==> src/rtl/trainer_pkg.sv <==
// Shared types and defaults for hebbian_trainer: FSM states, default widths,
// iteration-counter width and the default-width saturation limits.
package trainer_pkg;

  localparam int DATA_W_DEF = 16;
  localparam int OUT_W_DEF  = 32;
  localparam int ITER_W     = 8;

  localparam logic signed [DATA_W_DEF-1:0] SAT_MAX = 16'sh7FFF;
  localparam logic signed [DATA_W_DEF-1:0] SAT_MIN = 16'sh8000;

  typedef enum logic [2:0] {
    ST_IDLE,
    ST_WAIT,
    ST_EVAL,
    ST_LEARN,
    ST_DONE
  } state_t;

endpackage

==> src/rtl/trainer_err_sat.sv <==
// Combinational error path: target minus neuron output in OUT_W+1 bits,
// arithmetic right shift by ERR_SHIFT, then saturation to signed DATA_W.
module trainer_err_sat
  import trainer_pkg::*;
#(
  parameter int DATA_W    = DATA_W_DEF,
  parameter int OUT_W     = OUT_W_DEF,
  parameter int ERR_SHIFT = 4
) (
  input  logic signed [OUT_W-1:0]  i_target,
  input  logic signed [OUT_W-1:0]  i_actual,
  output logic signed [DATA_W-1:0] o_err
);

  localparam logic signed [DATA_W-1:0] LIM_HI = {1'b0, {(DATA_W-1){1'b1}}};
  localparam logic signed [DATA_W-1:0] LIM_LO = {1'b1, {(DATA_W-1){1'b0}}};

  logic signed [OUT_W:0] w_diff;
  logic signed [OUT_W:0] w_shift;
  logic                  w_fits;

  // The shifted value fits DATA_W when every bit above the DATA_W sign bit matches it.
  always_comb begin
    w_diff  = {i_target[OUT_W-1], i_target} - {i_actual[OUT_W-1], i_actual};
    w_shift = w_diff >>> ERR_SHIFT;
    w_fits  = (w_shift[OUT_W:DATA_W-1] == {(OUT_W-DATA_W+2){w_shift[OUT_W]}});
    if (w_fits) begin
      o_err = w_shift[DATA_W-1:0];
    end else if (w_shift[OUT_W]) begin
      o_err = LIM_LO;
    end else begin
      o_err = LIM_HI;
    end
  end

endmodule

==> src/rtl/hebbian_trainer.sv <==
// Closed-loop supervisor for one plastic neuron. Define TRAINER_CONVERGE_EN to
// repeat LEARN/WAIT/EVAL until convergence or MAX_ITER; otherwise at most one LEARN.
module hebbian_trainer
  import trainer_pkg::*;
#(
  parameter int DATA_W     = DATA_W_DEF,
  parameter int OUT_W      = OUT_W_DEF,
  parameter int NEURON_LAT = 1,
  parameter int ERR_SHIFT  = 4,
  parameter int ERR_TOL    = 0,
  parameter int MAX_ITER   = 255
) (
  input  logic              clk,
  input  logic              rst_n,
  input  logic              s_valid,
  output logic              s_ready,
  input  logic [DATA_W-1:0] s_stim,
  input  logic [OUT_W-1:0]  s_target,
  input  logic              s_train,
  output logic [DATA_W-1:0] neuron_in,
  input  logic [OUT_W-1:0]  neuron_out,
  output logic [DATA_W-1:0] feedback_error,
  output logic              learn_en,
  output logic              r_valid,
  input  logic              r_ready,
  output logic [DATA_W-1:0] r_error,
  output logic [ITER_W-1:0] r_iters,
  output logic              r_converged
);

  localparam logic [ITER_W-1:0] WAIT_LAST  = ITER_W'(NEURON_LAT);
  localparam logic [ITER_W-1:0] ITER_LIMIT = ITER_W'(MAX_ITER);
  localparam logic [DATA_W:0]   TOL        = (DATA_W+1)'(ERR_TOL);

  state_t              r_state;
  state_t              w_next;
  logic [OUT_W-1:0]    r_target;
  logic                r_train;
  logic [ITER_W-1:0]   r_wait_cnt;
  logic [DATA_W-1:0]   w_err;
  logic [DATA_W:0]     w_err_ext;
  logic [DATA_W:0]     w_mag;
  logic                w_within_tol;

  trainer_err_sat #(
    .DATA_W    (DATA_W),
    .OUT_W     (OUT_W),
    .ERR_SHIFT (ERR_SHIFT)
  ) u_err_sat (
    .i_target (r_target),
    .i_actual (neuron_out),
    .o_err    (w_err)
  );

  // Magnitude is one bit wider so the most-negative error cannot wrap.
  always_comb begin
    w_err_ext    = {w_err[DATA_W-1], w_err};
    w_mag        = w_err[DATA_W-1] ? -w_err_ext : w_err_ext;
    w_within_tol = (w_mag <= TOL);
  end

  always_ff @(posedge clk or negedge rst_n) begin
    if (!rst_n) begin
      r_state <= ST_IDLE;
    end else begin
      r_state <= w_next;
    end
  end

  always_comb begin
    w_next   = r_state;
    learn_en = 1'b0;
    r_valid  = 1'b0;
    case (r_state)
      ST_IDLE: begin
        if (s_valid && s_ready) w_next = ST_WAIT;
      end
      ST_WAIT: begin
        if (r_wait_cnt == WAIT_LAST) w_next = ST_EVAL;
      end
      ST_EVAL: begin
        if (!r_train || w_within_tol) begin
          w_next = ST_DONE;
`ifdef TRAINER_CONVERGE_EN
        end else if (r_iters == ITER_LIMIT) begin
          w_next = ST_DONE;
`endif
        end else begin
          w_next = ST_LEARN;
        end
      end
      ST_LEARN: begin
        learn_en = 1'b1;
`ifdef TRAINER_CONVERGE_EN
        w_next   = ST_WAIT;
`else
        w_next   = ST_DONE;
`endif
      end
      ST_DONE: begin
        r_valid = 1'b1;
        if (r_ready) w_next = ST_IDLE;
      end
      default: w_next = ST_IDLE;
    endcase
  end

  // s_ready is registered so it stays low while reset is held.
  always_ff @(posedge clk or negedge rst_n) begin
    if (!rst_n) begin
      s_ready        <= 1'b0;
      neuron_in      <= '0;
      r_target       <= '0;
      r_train        <= 1'b0;
      r_wait_cnt     <= '0;
      feedback_error <= '0;
      r_error        <= '0;
      r_iters        <= '0;
      r_converged    <= 1'b0;
    end else begin
      s_ready <= (w_next == ST_IDLE);
      case (r_state)
        ST_IDLE: begin
          if (s_valid && s_ready) begin
            neuron_in  <= s_stim;
            r_target   <= s_target;
            r_train    <= s_train;
            r_iters    <= '0;
            r_wait_cnt <= '0;
          end
        end
        ST_WAIT: r_wait_cnt <= r_wait_cnt + ITER_W'(1);
        ST_EVAL: begin
          feedback_error <= w_err;
          r_error        <= w_err;
          r_converged    <= w_within_tol;
        end
        ST_LEARN: begin
          r_wait_cnt <= '0;
          if (r_iters != ITER_LIMIT) r_iters <= r_iters + ITER_W'(1);
        end
        default: ;
      endcase
    end
  end

endmodule

==> config.mk <==
export PLATFORM = sky130hd
export DESIGN_NAME = hebbian_trainer
export DESIGN_NICKNAME = d
export VERILOG_FILES = /design/src/rtl/trainer_pkg.sv /design/src/rtl/trainer_err_sat.sv /design/src/rtl/hebbian_trainer.sv
export SDC_FILE = /design/constraint.sdc
export NUM_CORES = 1
export LEC_CHECK = 0
export ABC_AREA = 1
export CAP_MARGIN = 30
export CORE_ASPECT_RATIO = 1.25
export CORE_MARGIN = 2
export CORE_UTILIZATION = 55
export DETAILED_ROUTE_END_ITERATION = 16
export PLACE_DENSITY = 0.85
export SLEW_MARGIN = 20
export SYNTH_ARGS = -nofsm -noshare
export SYNTH_HDL_FRONTEND = slang
export SYNTH_HIERARCHICAL = 1
export SYNTH_SLANG_ARGS = --single-unit
==> constraint.sdc <==
create_clock -name clk -period 7.7 [get_ports clk]
set_input_delay 1.155 -clock clk [delete_from_list [all_inputs] [get_ports clk]]
set_output_delay 1.155 -clock clk [all_outputs]
set_load 0.005 [all_outputs]
==> reports/qor.log <==
qor: status.status finished clean
qor: routing.routed_antenna_nets 0
qor: grt.grt_pass1_vias 6,535
qor: logic_synthesis.synth_nets 1,187
qor: power_and_ir_drop.leakagePower 4.70 nW
qor: clock_network.post-cts-setup-buffer-count 0
qor: logic_synthesis.synthDominantAreaCellType dfrtp_1
qor: floorplan.floorplan.die_area 13,500 sq um
qor: logic_synthesis.synth-edff-count 0
qor: power_and_ir_drop.clockPowerShare 12.0%
qor: logic_synthesis.synthTopCellsByCount nand2_1, inv_1, dfrtp_1
qor: power_and_ir_drop.comb_power_share 66.3%
qor: placement.place.detailed.hpwl 14.0 mm
qor: critical_path.crit_type input pin to flop
qor: logic_synthesis.syn-mean-instance-area 6.49 sq um
qor: logic_synthesis.synthTopCellsByArea dfrtp_1, nand2_1, inv_1
qor: grt.grt_max_degree 54
qor: critical_path.worst_ep_required_time 7940 ps
qor: clock_network.max-clock-path-buffers 2
qor: critical_path.worst-path-max-fanout 16
qor: floorplan.start_util 56.7%
qor: floorplan.die_w 104 microns
qor: critical_path.reg2reg_start r_target[27]$_DFFE_PN0P_
qor: sta.fin_crit 5170 ps
qor: clock_network.clk_root_buffer_cell clkbuf_16
qor: critical_path.end_kind flop
qor: sta.report.final.slew_viol_count 0
qor: clock_network.cts.htree.levels 3
qor: power_and_ir_drop.p_seq_share 21.7%
qor: sta.count_of_endpoints_failing_hold_in_the_final_timing_report 0
qor: grt.grt-ovfl-total 0
qor: floorplan.core_region_area 12,200 sq um
qor: sta.fin_tns_setup 0 ps
qor: layout.post_route_cells_drive_above_1_share 7.61%
qor: clock_network.clk-insertion-delay-late 350 ps
qor: routing.route.final.wire_length 17.6 mm
qor: critical_path.timing.critical_path.slowest_cell_delay 450 ps
qor: layout.final-seq-area 2150 sq um
qor: clock_network.post_cts_hold_buffer_count 0
qor: sta.fin_crit_sh 67.1%
qor: placement.place_congestion 0.967
qor: flow_run.max_cap_violations 0
qor: sta.hold_ws 482 ps
qor: layout.final_core_utilization 71.2%
qor: grt.grt_antenna_before_repair 0
qor: power_and_ir_drop.max_vdd_drop 0.000189 V
qor: sta.timing.slew.headroom 49.2%
qor: clock_network.number_of_instances_resized_during_post_cts_repair 0
qor: logic_synthesis.yosysWarnings 6
qor: layout.multiInputGateArea 3950 sq um
qor: critical_path.critical_path.most_common_cell nand2_1
qor: power_and_ir_drop.power.net_switching 1.82 mW
qor: grt.grt_first_pass_wirelength 29.6 mm
qor: sta.clock_skew 11.1 ps
qor: grt.grt_util_all_layers 27.1%
qor: logic_synthesis.synth_cells 1,067
qor: logic_synthesis.synth.yosys.seq_area_share 31.1%
qor: critical_path.cpMaxStageDelayCell clkdlybuf4s50_1
qor: logic_synthesis.ys_async_sr_fraction 100%
qor: power_and_ir_drop.power_report.internal_total 1.81 mW
qor: clock_network.cts_sinks 86
qor: critical_path.worst-endpoint-arrival 5410 ps
qor: power_and_ir_drop.power.switching_fraction 50.2%
qor: power_and_ir_drop.power-per-cell-area 417 nW/um^2
qor: worst_hold_path.holdCritPathClass flop to flop
qor: clock_network.clk_transition_reported_paths 70 ps
qor: routing.routed_via_density 4.99
qor: sta.setup_repair_after_global_routing_missed_its_margin false
qor: sta.max_freq 0.193 GHz
qor: routing.dr_wl_cell 13.0 microns
qor: layout.insertedDiodeCount 0
qor: layout.final_net_count 1,311
qor: floorplan.die_height 129 microns
qor: floorplan.io_pins 145
qor: logic_synthesis.yosysTopAreaCellShare 31.1%
qor: routing.drtIter0Drc 350
qor: routing.drc 0
qor: clock_network.cts_tree yes
qor: routing.drt_pass1_iterations 5
qor: sta.setup_violations 0
qor: worst_hold_path.timing.hold.worst.start neuron_in[8]$_DFFE_PN0P_
qor: layout.num-fill-cells 1,055
qor: logic_synthesis.most_used_standard_cell_by_instance_count_after_synthesis nand2_1
qor: logic_synthesis.yosysUniqueCellTypes 46
qor: routing.via_count 6,786
qor: layout.synthesis_to_finish_area_growth 25.6%
qor: logic_synthesis.netlist_area 6930 sq um
qor: sta.tightest_slew 762 ps
qor: placement.numPortBuffers 144
qor: power_and_ir_drop.p_total 3.62 mW
qor: critical_path.critical_path.startpoint neuron_out[27]
qor: clock_network.tritoncts_buffers 9
qor: floorplan.std_cell_rows 45
qor: logic_synthesis.flops_latches_synth 86
qor: critical_path.timing.critical_path.from_type input pin
qor: logic_synthesis.synth_flop_cell dfrtp_1
-- path summary, 6_finish.rpt --
path                                            end  slack (ps)  depth (start not counted)
max in group asynchronous    r_error[1]$_DFFE_PN0P_        6330                          2
hold / removal             neuron_in[8]$_DFFE_PN0P_         480                          2
min in group asynchronous  neuron_in[7]$_DFFE_PN0P_         760                          1
setup / recovery                  s_ready$_DFF_PN0_        2530                         30
hold reg to reg            neuron_in[8]$_DFFE_PN0P_         480                          2
setup reg to reg                  s_ready$_DFF_PN0_        3390                         28
-- cells by family after synthesis --
kind of cell               share of synthesized area [%]
and+or+nand+nor                                     39.7
buffers and inverters                               11.9
AOI/OAI and AO/OA                                   8.16
DFF                                                 31.1
adders and majority gates                           6.32
xor gates and xnor gates                            2.89
-- final cells by class --
class / count / share of cell area, %
clock buffer: 9 / 2.59
clock inverter: 7 / 0.777
sequential: 86 / 24.7
multi-input combinational: 786 / 45.4
inverter: 161 / 6.95
timing repair buffer: 147 / 17.2
tap: 164 / 2.36
-- registers in the layout (all words and copies together), names as in the netlist --
| name | count |
|---|---|
| r_target | 32 |
| neuron_in | 16 |
| r_error | 16 |
| r_iters | 8 |
| r_wait_cnt | 8 |
| r_state | 3 |
| r_converged | 1 |
| r_train | 1 |
| s_ready | 1 |
-- layer usage --
metal	up-vias	wire length (microns)	GRT usage, %	share of wire [%]
li1	3553	-	-	-
met1	3009	7520	31.4	43
met2	189	8920	50.5	51
met3	35	752	3.77	4.3
met4	0	451	10.5	2.6
met5	-	0	0	0
-- power by group through the flow --
stage / clock network (mW) / registers (mW) / logic (mW)
5_1_grt: 0.464 / 0.815 / 2.70
6_report: 0.435 / 0.787 / 2.40
3_3_place_gp: 0 / 0.782 / 2.33
2_1_floorplan: 0 / 0.771 / 1.74
3_5_place_dp: 0 / 0.792 / 2.37
4_1_cts: 0.443 / 0.788 / 2.38
-- critical path, delay by kind of cell --
kind | cells | cell delay [ps]
AO/OA/AOI/OAI | 4 | 890
adder cells (fa/ha/maj) | 2 | 610
AND/OR/NAND/NOR | 19 | 1910
buffers and inverters | 5 | 810
-- through the flow --
stage	instances	cell area, sq um	setup slack, ps
floorplan	1067	6930	3420
global placement	1342	8360	2310
detailed placement	1343	8390	2240
CTS	1359	8680	2600
global route	1360	8700	2120
finish	1360	8700	2530
-- layout by cell type (no fill, tap or decap), types with 5 or more instances in the layout --
master | Yosys | layout
nor3_2 | 5 | 5
inv_1 | 138 | 138
nand4_1 | 8 | 8
o21bai_1 | 5 | 5
a21oi_1 | 36 | 36
nand2_2 | 10 | 10
nor2_1 | 63 | 63
nor3_1 | 8 | 8
nand2_1 | 433 | 433
xor2_1 | 17 | 17
nand3_1 | 73 | 73
o21ai_0 | 30 | 30
dfrtp_1 | 86 | 86
ha_1 | 35 | 35
clkdlybuf4s50_1 | 0 | 143
inv_2 | 21 | 21
nand3_2 | 8 | 8
clkbuf_16 | 0 | 9
nor2_2 | 10 | 10
Note: power is estimated with default switching activity, not from simulation.
